<file path="config.mk">
export PLATFORM = sky130hd
export DESIGN_NAME = dr_phase_ctrl
export DESIGN_NICKNAME = d
export VERILOG_FILES = /design/src/rtl/dr_phase_ctrl.sv
export SDC_FILE = /design/constraint.sdc
export NUM_CORES = 1
export LEC_CHECK = 0
export ABC_AREA = 1
export CAP_MARGIN = 20
export CORE_UTILIZATION = 47
export DETAILED_ROUTE_END_ITERATION = 16
export PLACE_DENSITY = 0.75
export SYNTH_ARGS = -nofsm -noshare
export SYNTH_HDL_FRONTEND = slang
export SYNTH_SLANG_ARGS = --single-unit
export TNS_END_PERCENT = 50
</file>
<file path="constraint.sdc">
create_clock -name clk -period 1.4 [get_ports clk]
set_input_delay 0.28 -clock clk [delete_from_list [all_inputs] [get_ports clk]]
set_output_delay 0.28 -clock clk [all_outputs]
set_load 0.005 [all_outputs]
</file>
<file path="src/rtl/dr_phase_ctrl.sv">
// Clocked dual-rail phase controller: completion detection, R_c/R_m decode and RTZ handshake.
// Optional macro DR_SYNC_EN adds 2-flop synchronisers on all ph/cmd rails and both acks.
module dr_phase_ctrl #(
    parameter int NCH    = 2,
    parameter int RD_IDX = 0,
    parameter int LD_IDX = 1,
    parameter int TO_W   = 8,
    parameter int TO_MAX = 200
) (
    input  logic           clk,
    input  logic           rst,
    input  logic [1:0]     ph_t,
    input  logic [1:0]     ph_f,
    input  logic [NCH-1:0] cmd_t,
    input  logic [NCH-1:0] cmd_f,
    input  logic           ack_c,
    input  logic           ack_m,
    input  logic           err_clr,
    output logic           r_c_t,
    output logic           r_c_f,
    output logic           r_m_t,
    output logic           r_m_f,
    output logic           busy,
    output logic           code_err,
    output logic           to_err
);

    // state | meaning
    // NUL   | waiting for all inputs to return to NULL
    // DAT   | waiting for a complete, legal DATA wavefront
    // REQ   | request rails driven, waiting for both acks high
    // RTZ   | request rails NULL, waiting for both acks low
    typedef enum logic [1:0] {NUL, DAT, REQ, RTZ} state_t;

    localparam int SW = 2*NCH + 6;
    localparam logic [TO_W:0] TO_LIM = (TO_W+1)'(TO_MAX);

    state_t          state;
    logic [TO_W-1:0] cnt;
    logic [TO_W:0]   cnt_inc;

    logic [1:0]     s_ph_t, s_ph_f;
    logic [NCH-1:0] s_cmd_t, s_cmd_f;
    logic           s_ack_c, s_ack_m;

`ifdef DR_SYNC_EN
    logic [SW-1:0] sync1, sync2;

    always_ff @(posedge clk or posedge rst) begin
        if (rst) begin
            sync1 <= '0;
            sync2 <= '0;
        end else begin
            sync1 <= {ph_t, ph_f, cmd_t, cmd_f, ack_c, ack_m};
            sync2 <= sync1;
        end
    end

    assign {s_ph_t, s_ph_f, s_cmd_t, s_cmd_f, s_ack_c, s_ack_m} = sync2;
`else
    logic [SW-1:0] raw_in;

    assign raw_in = {ph_t, ph_f, cmd_t, cmd_f, ack_c, ack_m};
    assign {s_ph_t, s_ph_f, s_cmd_t, s_cmd_f, s_ack_c, s_ack_m} = raw_in;
`endif

    logic all_data, all_null, any_ill;
    logic ph0_t, ph0_f, ph1_t, rd_t, ld_t;
    logic dec_c, dec_m;
    logic acks_hi, acks_lo, timeout;

    assign all_data = (&(s_ph_t ^ s_ph_f)) & (&(s_cmd_t ^ s_cmd_f));
    assign all_null = ~|{s_ph_t, s_ph_f, s_cmd_t, s_cmd_f};
    assign any_ill  = (|(s_ph_t & s_ph_f)) | (|(s_cmd_t & s_cmd_f));

    assign ph0_t = s_ph_t[0] & ~s_ph_f[0];
    assign ph0_f = s_ph_f[0] & ~s_ph_t[0];
    assign ph1_t = s_ph_t[1] & ~s_ph_f[1];
    assign rd_t  = s_cmd_t[RD_IDX] & ~s_cmd_f[RD_IDX];
    assign ld_t  = s_cmd_t[LD_IDX] & ~s_cmd_f[LD_IDX];

    assign dec_c = ph0_f & ph1_t & rd_t;
    assign dec_m = ph0_t | (ph1_t & ld_t);

    assign acks_hi = s_ack_c & s_ack_m;
    assign acks_lo = ~s_ack_c & ~s_ack_m;
    assign cnt_inc = {1'b0, cnt} + (TO_W+1)'(1);
    assign timeout = (cnt_inc == TO_LIM);

    assign busy = (state != NUL);

    always_ff @(posedge clk or posedge rst) begin
        if (rst) begin
            state    <= NUL;
            cnt      <= '0;
            r_c_t    <= 1'b0;
            r_c_f    <= 1'b0;
            r_m_t    <= 1'b0;
            r_m_f    <= 1'b0;
            code_err <= 1'b0;
            to_err   <= 1'b0;
        end else begin
            // Clear first so a same-cycle set below overrides it
            if (err_clr) begin
                code_err <= 1'b0;
                to_err   <= 1'b0;
            end
            case (state)
                NUL: begin
                    if (all_null) state <= DAT;
                end
                DAT: begin
                    if (any_ill) begin
                        code_err <= 1'b1;
                    end else if (all_data) begin
                        state <= REQ;
                        cnt   <= '0;
                        r_c_t <= dec_c;
                        r_c_f <= ~dec_c;
                        r_m_t <= dec_m;
                        r_m_f <= ~dec_m;
                    end
                end
                REQ: begin
                    if (acks_hi || timeout) begin
                        state <= acks_hi ? RTZ : NUL;
                        cnt   <= '0;
                        r_c_t <= 1'b0;
                        r_c_f <= 1'b0;
                        r_m_t <= 1'b0;
                        r_m_f <= 1'b0;
                        if (!acks_hi) to_err <= 1'b1;
                    end else begin
                        cnt <= cnt_inc[TO_W-1:0];
                    end
                end
                RTZ: begin
                    if (acks_lo) begin
                        state <= all_null ? DAT : NUL;
                    end else if (timeout) begin
                        state  <= NUL;
                        to_err <= 1'b1;
                    end else begin
                        cnt <= cnt_inc[TO_W-1:0];
                    end
                end
                default: state <= NUL;
            endcase
        end
    end

endmodule

</file>
==> results.tsv <==
stage	metric	value	unit
layout	fin_area	0.001823	mm2
timing	max_freq	0.5797	GHz
logic_synthesis	synth_top_family_by_area	simple AND/OR/NAND/NOR gates	
setup_path	crit_fanout	8	
logic_synthesis	synth-seq-cells	16	
clock_network	root_buffer	clkbuf_4	
logic_synthesis	yosysSeqAreaShare	33.20	%
global_route	grt.overflow.total	0	
route	drtPass1Iterations	4	
route	viasPerCell	5.484	
logic_synthesis	synthSimpleGateAreaFrac	35.89	%
place	dp_hpwl	2540	um
floorplanning	die_height	52.66	um
route	drt-initial-drc-count	27	
logic_synthesis	ys_warn_count	0	
floorplanning	dieArea	0.002773	mm2
power_and_ir_drop	power	1937	uW
floorplanning	num_rows	17	
global_route	use_met3	5.507	%
place	dp_slack	-599.5	ps
timing	setup_violations	15	
status	run_status	finished, violations left	
timing	holdWs	263.8	ps
layout	fin_nets	248	
setup_path	critPathCaptureType	flop	
worst_hold_path	hp-class	input pin to async pin	
setup_path	crit_required	1650	ps
clock_network	cts_tree	done	
layout	diodes	0	
clock_network	h-tree-depth	1	
power_and_ir_drop	ir_drop	0.0008510	V
logic_synthesis	avgSynthCellArea	7.266	um2
place	place_area	0.001648	mm2
logic_synthesis	synth_nets	189	
global_route	grt_max_degree	17	
route	routed_wl	3541	um
clock_network	hold_buffers	0	
power_and_ir_drop	power_leakage	0.0009508	uW
clock_network	clk_pin_slew	110	ps
floorplanning	die_w	52.66	um
layout	drive_gt1_share	31.25	%
clock_network	cts_buffers	3	
timing	layout_setup_ws	-325.0	ps
route	drc_errors	0	
place	place.port_buffers	19	
logic_synthesis	synth_compound_area_share	11.93	%
place	gp_congestion	0.8050	
setup_path	critPathArrivalTime	1980	ps
global_route	met1_usage	34.16	%
logic_synthesis	synth_fa_ha_area_share	10.37	%
logic_synthesis	synth.area.mux_share	0	%
setup_path	path_class	flop to flop	
floorplanning	start_util	52.02	%
logic_synthesis	synthXorXnorAreaFrac	0.7261	%
power_and_ir_drop	p_per_area	1062	mW/mm2
global_route	grt_use_met2	56.96	%
floorplanning	ios	20	
timing	skew	11.33	ps
timing	fin_crit_sh	123.2	%
timing	tightest_slew	318.8	ps
global_route	grt_pass1_vias	1439	
logic_synthesis	synth_cell_type_count	25	
timing	rsz0062_at_grt	true	
setup_path	critPathLaunchType	flop	
route	vias	1382	
timing	hold_viol	0	
layout	syn_to_final_growth	51.14	%
timing	tns	-4137	ps
clock_network	cts.path.max_buffers	2	
flow_run	cap_violations	0	
route	routedWlPerCell	14.05	um
global_route	gr-usage-all-layers	30.41	%
logic_synthesis	syn_area	0.001206	mm2
logic_synthesis	syn_inst	166	
timing	finalCriticalPeriod	1725	ps
status	violations	setup timing	
route	ant_nets	0	
timing	relSlewSlack	78.67	%
clock_network	cts.sinks	16	
global_route	antenna_found_initial	0	
clock_network	clk_latency	320	ps
global_route	grt_pass1_wl	6113	um
timing	drv_slew	0	
global_route	grt_busiest_layer	met2	
floorplanning	core-area	0.002318	mm2
-- worst max-delay path, cell delays in order (launching register included) --
cell and delay, ps:
dfrtp_1 440, buf_4 150, nand3_4 100, o21ai_2 170, nand2_1 100, nor2_4 150, buf_6 120, nand4_1 100
nand2_2 180, nand2_1 80, nand2_1 60
-- cell usage in the layout (no fill, tap or decap), drive strengths merged --
master         count
nand2             54
buf               36
nor2              23
inv               21
dfrtp             16
nand3             14
clkdlybuf4s50     12
ha                10
o2111ai            8
dlygate4sd2        6
a21oi              6
clkbuf             5
nand4              3
o21ai              3
nand3b             2
o21bai             1
xor2               1
a21o               1
o22ai              1
or2                1
-- stage by stage --
| step | cells | util, % |
|---|---|---|
| after floorplan | 166 | - |
| after global placement | 238 | 71.07 |
| after detailed placement | 238 | 71.07 |
| after CTS | 252 | 78.04 |
| after global routing | 252 | 78.63 |
| final | 252 | 78.63 |
-- path summary, 6_finish.rpt --
| check | from | endpoint | slack (ps) | cells after the start |
|---|---|---|---|---|
| setup / recovery | cnt[0] | cnt[5] | -330 | 10 |
| hold / removal | rst | r_c_f | 260 | 3 |
| setup reg to reg | cnt[0] | cnt[5] | -330 | 10 |
| hold reg to reg | r_m_f | r_m_f | 520 | 2 |
| max in group asynchronous | rst | to_err | 940 | 3 |
| min in group clk | r_m_f | r_m_f | 520 | 2 |
-- logic make-up after synthesis --
logic type	count (synthesis)
buf+inv	23
xor+xnor	1
flops	16
simple gates	96
compound gates	20
fa+ha+maj	10
-- registers in the layout, indices dropped and copies added, names as in the netlist --
register	cells
cnt	8
r_c_t	1
state	2
r_c_f	1
r_m_t	1
r_m_f	1
code_err	1
to_err	1
-- cell type report --
type	count	area, um2
inverters	21	78.83
well taps	28	35.03
fillers	172	495.5
repair buffers	55	455.4
multi-input cells	128	815.8
flip-flops and latches	16	401.6
clock buffers	4	36.28
-- cells in the mapped netlist (all sizes together) --
cell type | number | area, um2
a21o | 1 | 7.510
a21oi | 6 | 37.54
buf | 2 | 16.26
dfrtp | 16 | 400.4
ha | 10 | 125.1
inv | 21 | 78.83
nand2 | 54 | 210.2
nand3 | 13 | 75.07
nand3b | 2 | 15.01
nand4 | 3 | 25.02
nor2 | 23 | 101.4
o2111ai | 8 | 70.07
o21ai | 3 | 15.01
o21bai | 1 | 7.510
o22ai | 1 | 6.260
or2 | 1 | 6.260
xor2 | 1 | 8.760
-- timing repair --
| item | CTS | global route |
|---|---|---|
| hold endpoints to repair | 0 | 0 |
| cloned | 1 | 0 |
| pin swaps | 9 | 7 |
| buffers inserted | 9 | 0 |
| gates resized for setup | 19 | 7 |
| setup endpoints to repair | 22 | 17 |
-- per-layer routing --
layer / part of all wire (%) / up-vias
met1: 42 / 656
met5: 0 / -
li1: - / 668
met3: 5.5 / 10
met2: 50 / 48
met4: 1.8 / 0
-- report_power, final --
| part | switching (uW) | total, uW | internal [uW] |
|---|---|---|---|
| Combinational | 504 | 976 | 473 |
| Clock | 172 | 332 | 159 |
| Sequential | 73.1 | 629 | 556 |
Power figures use the tool's default switching activity.
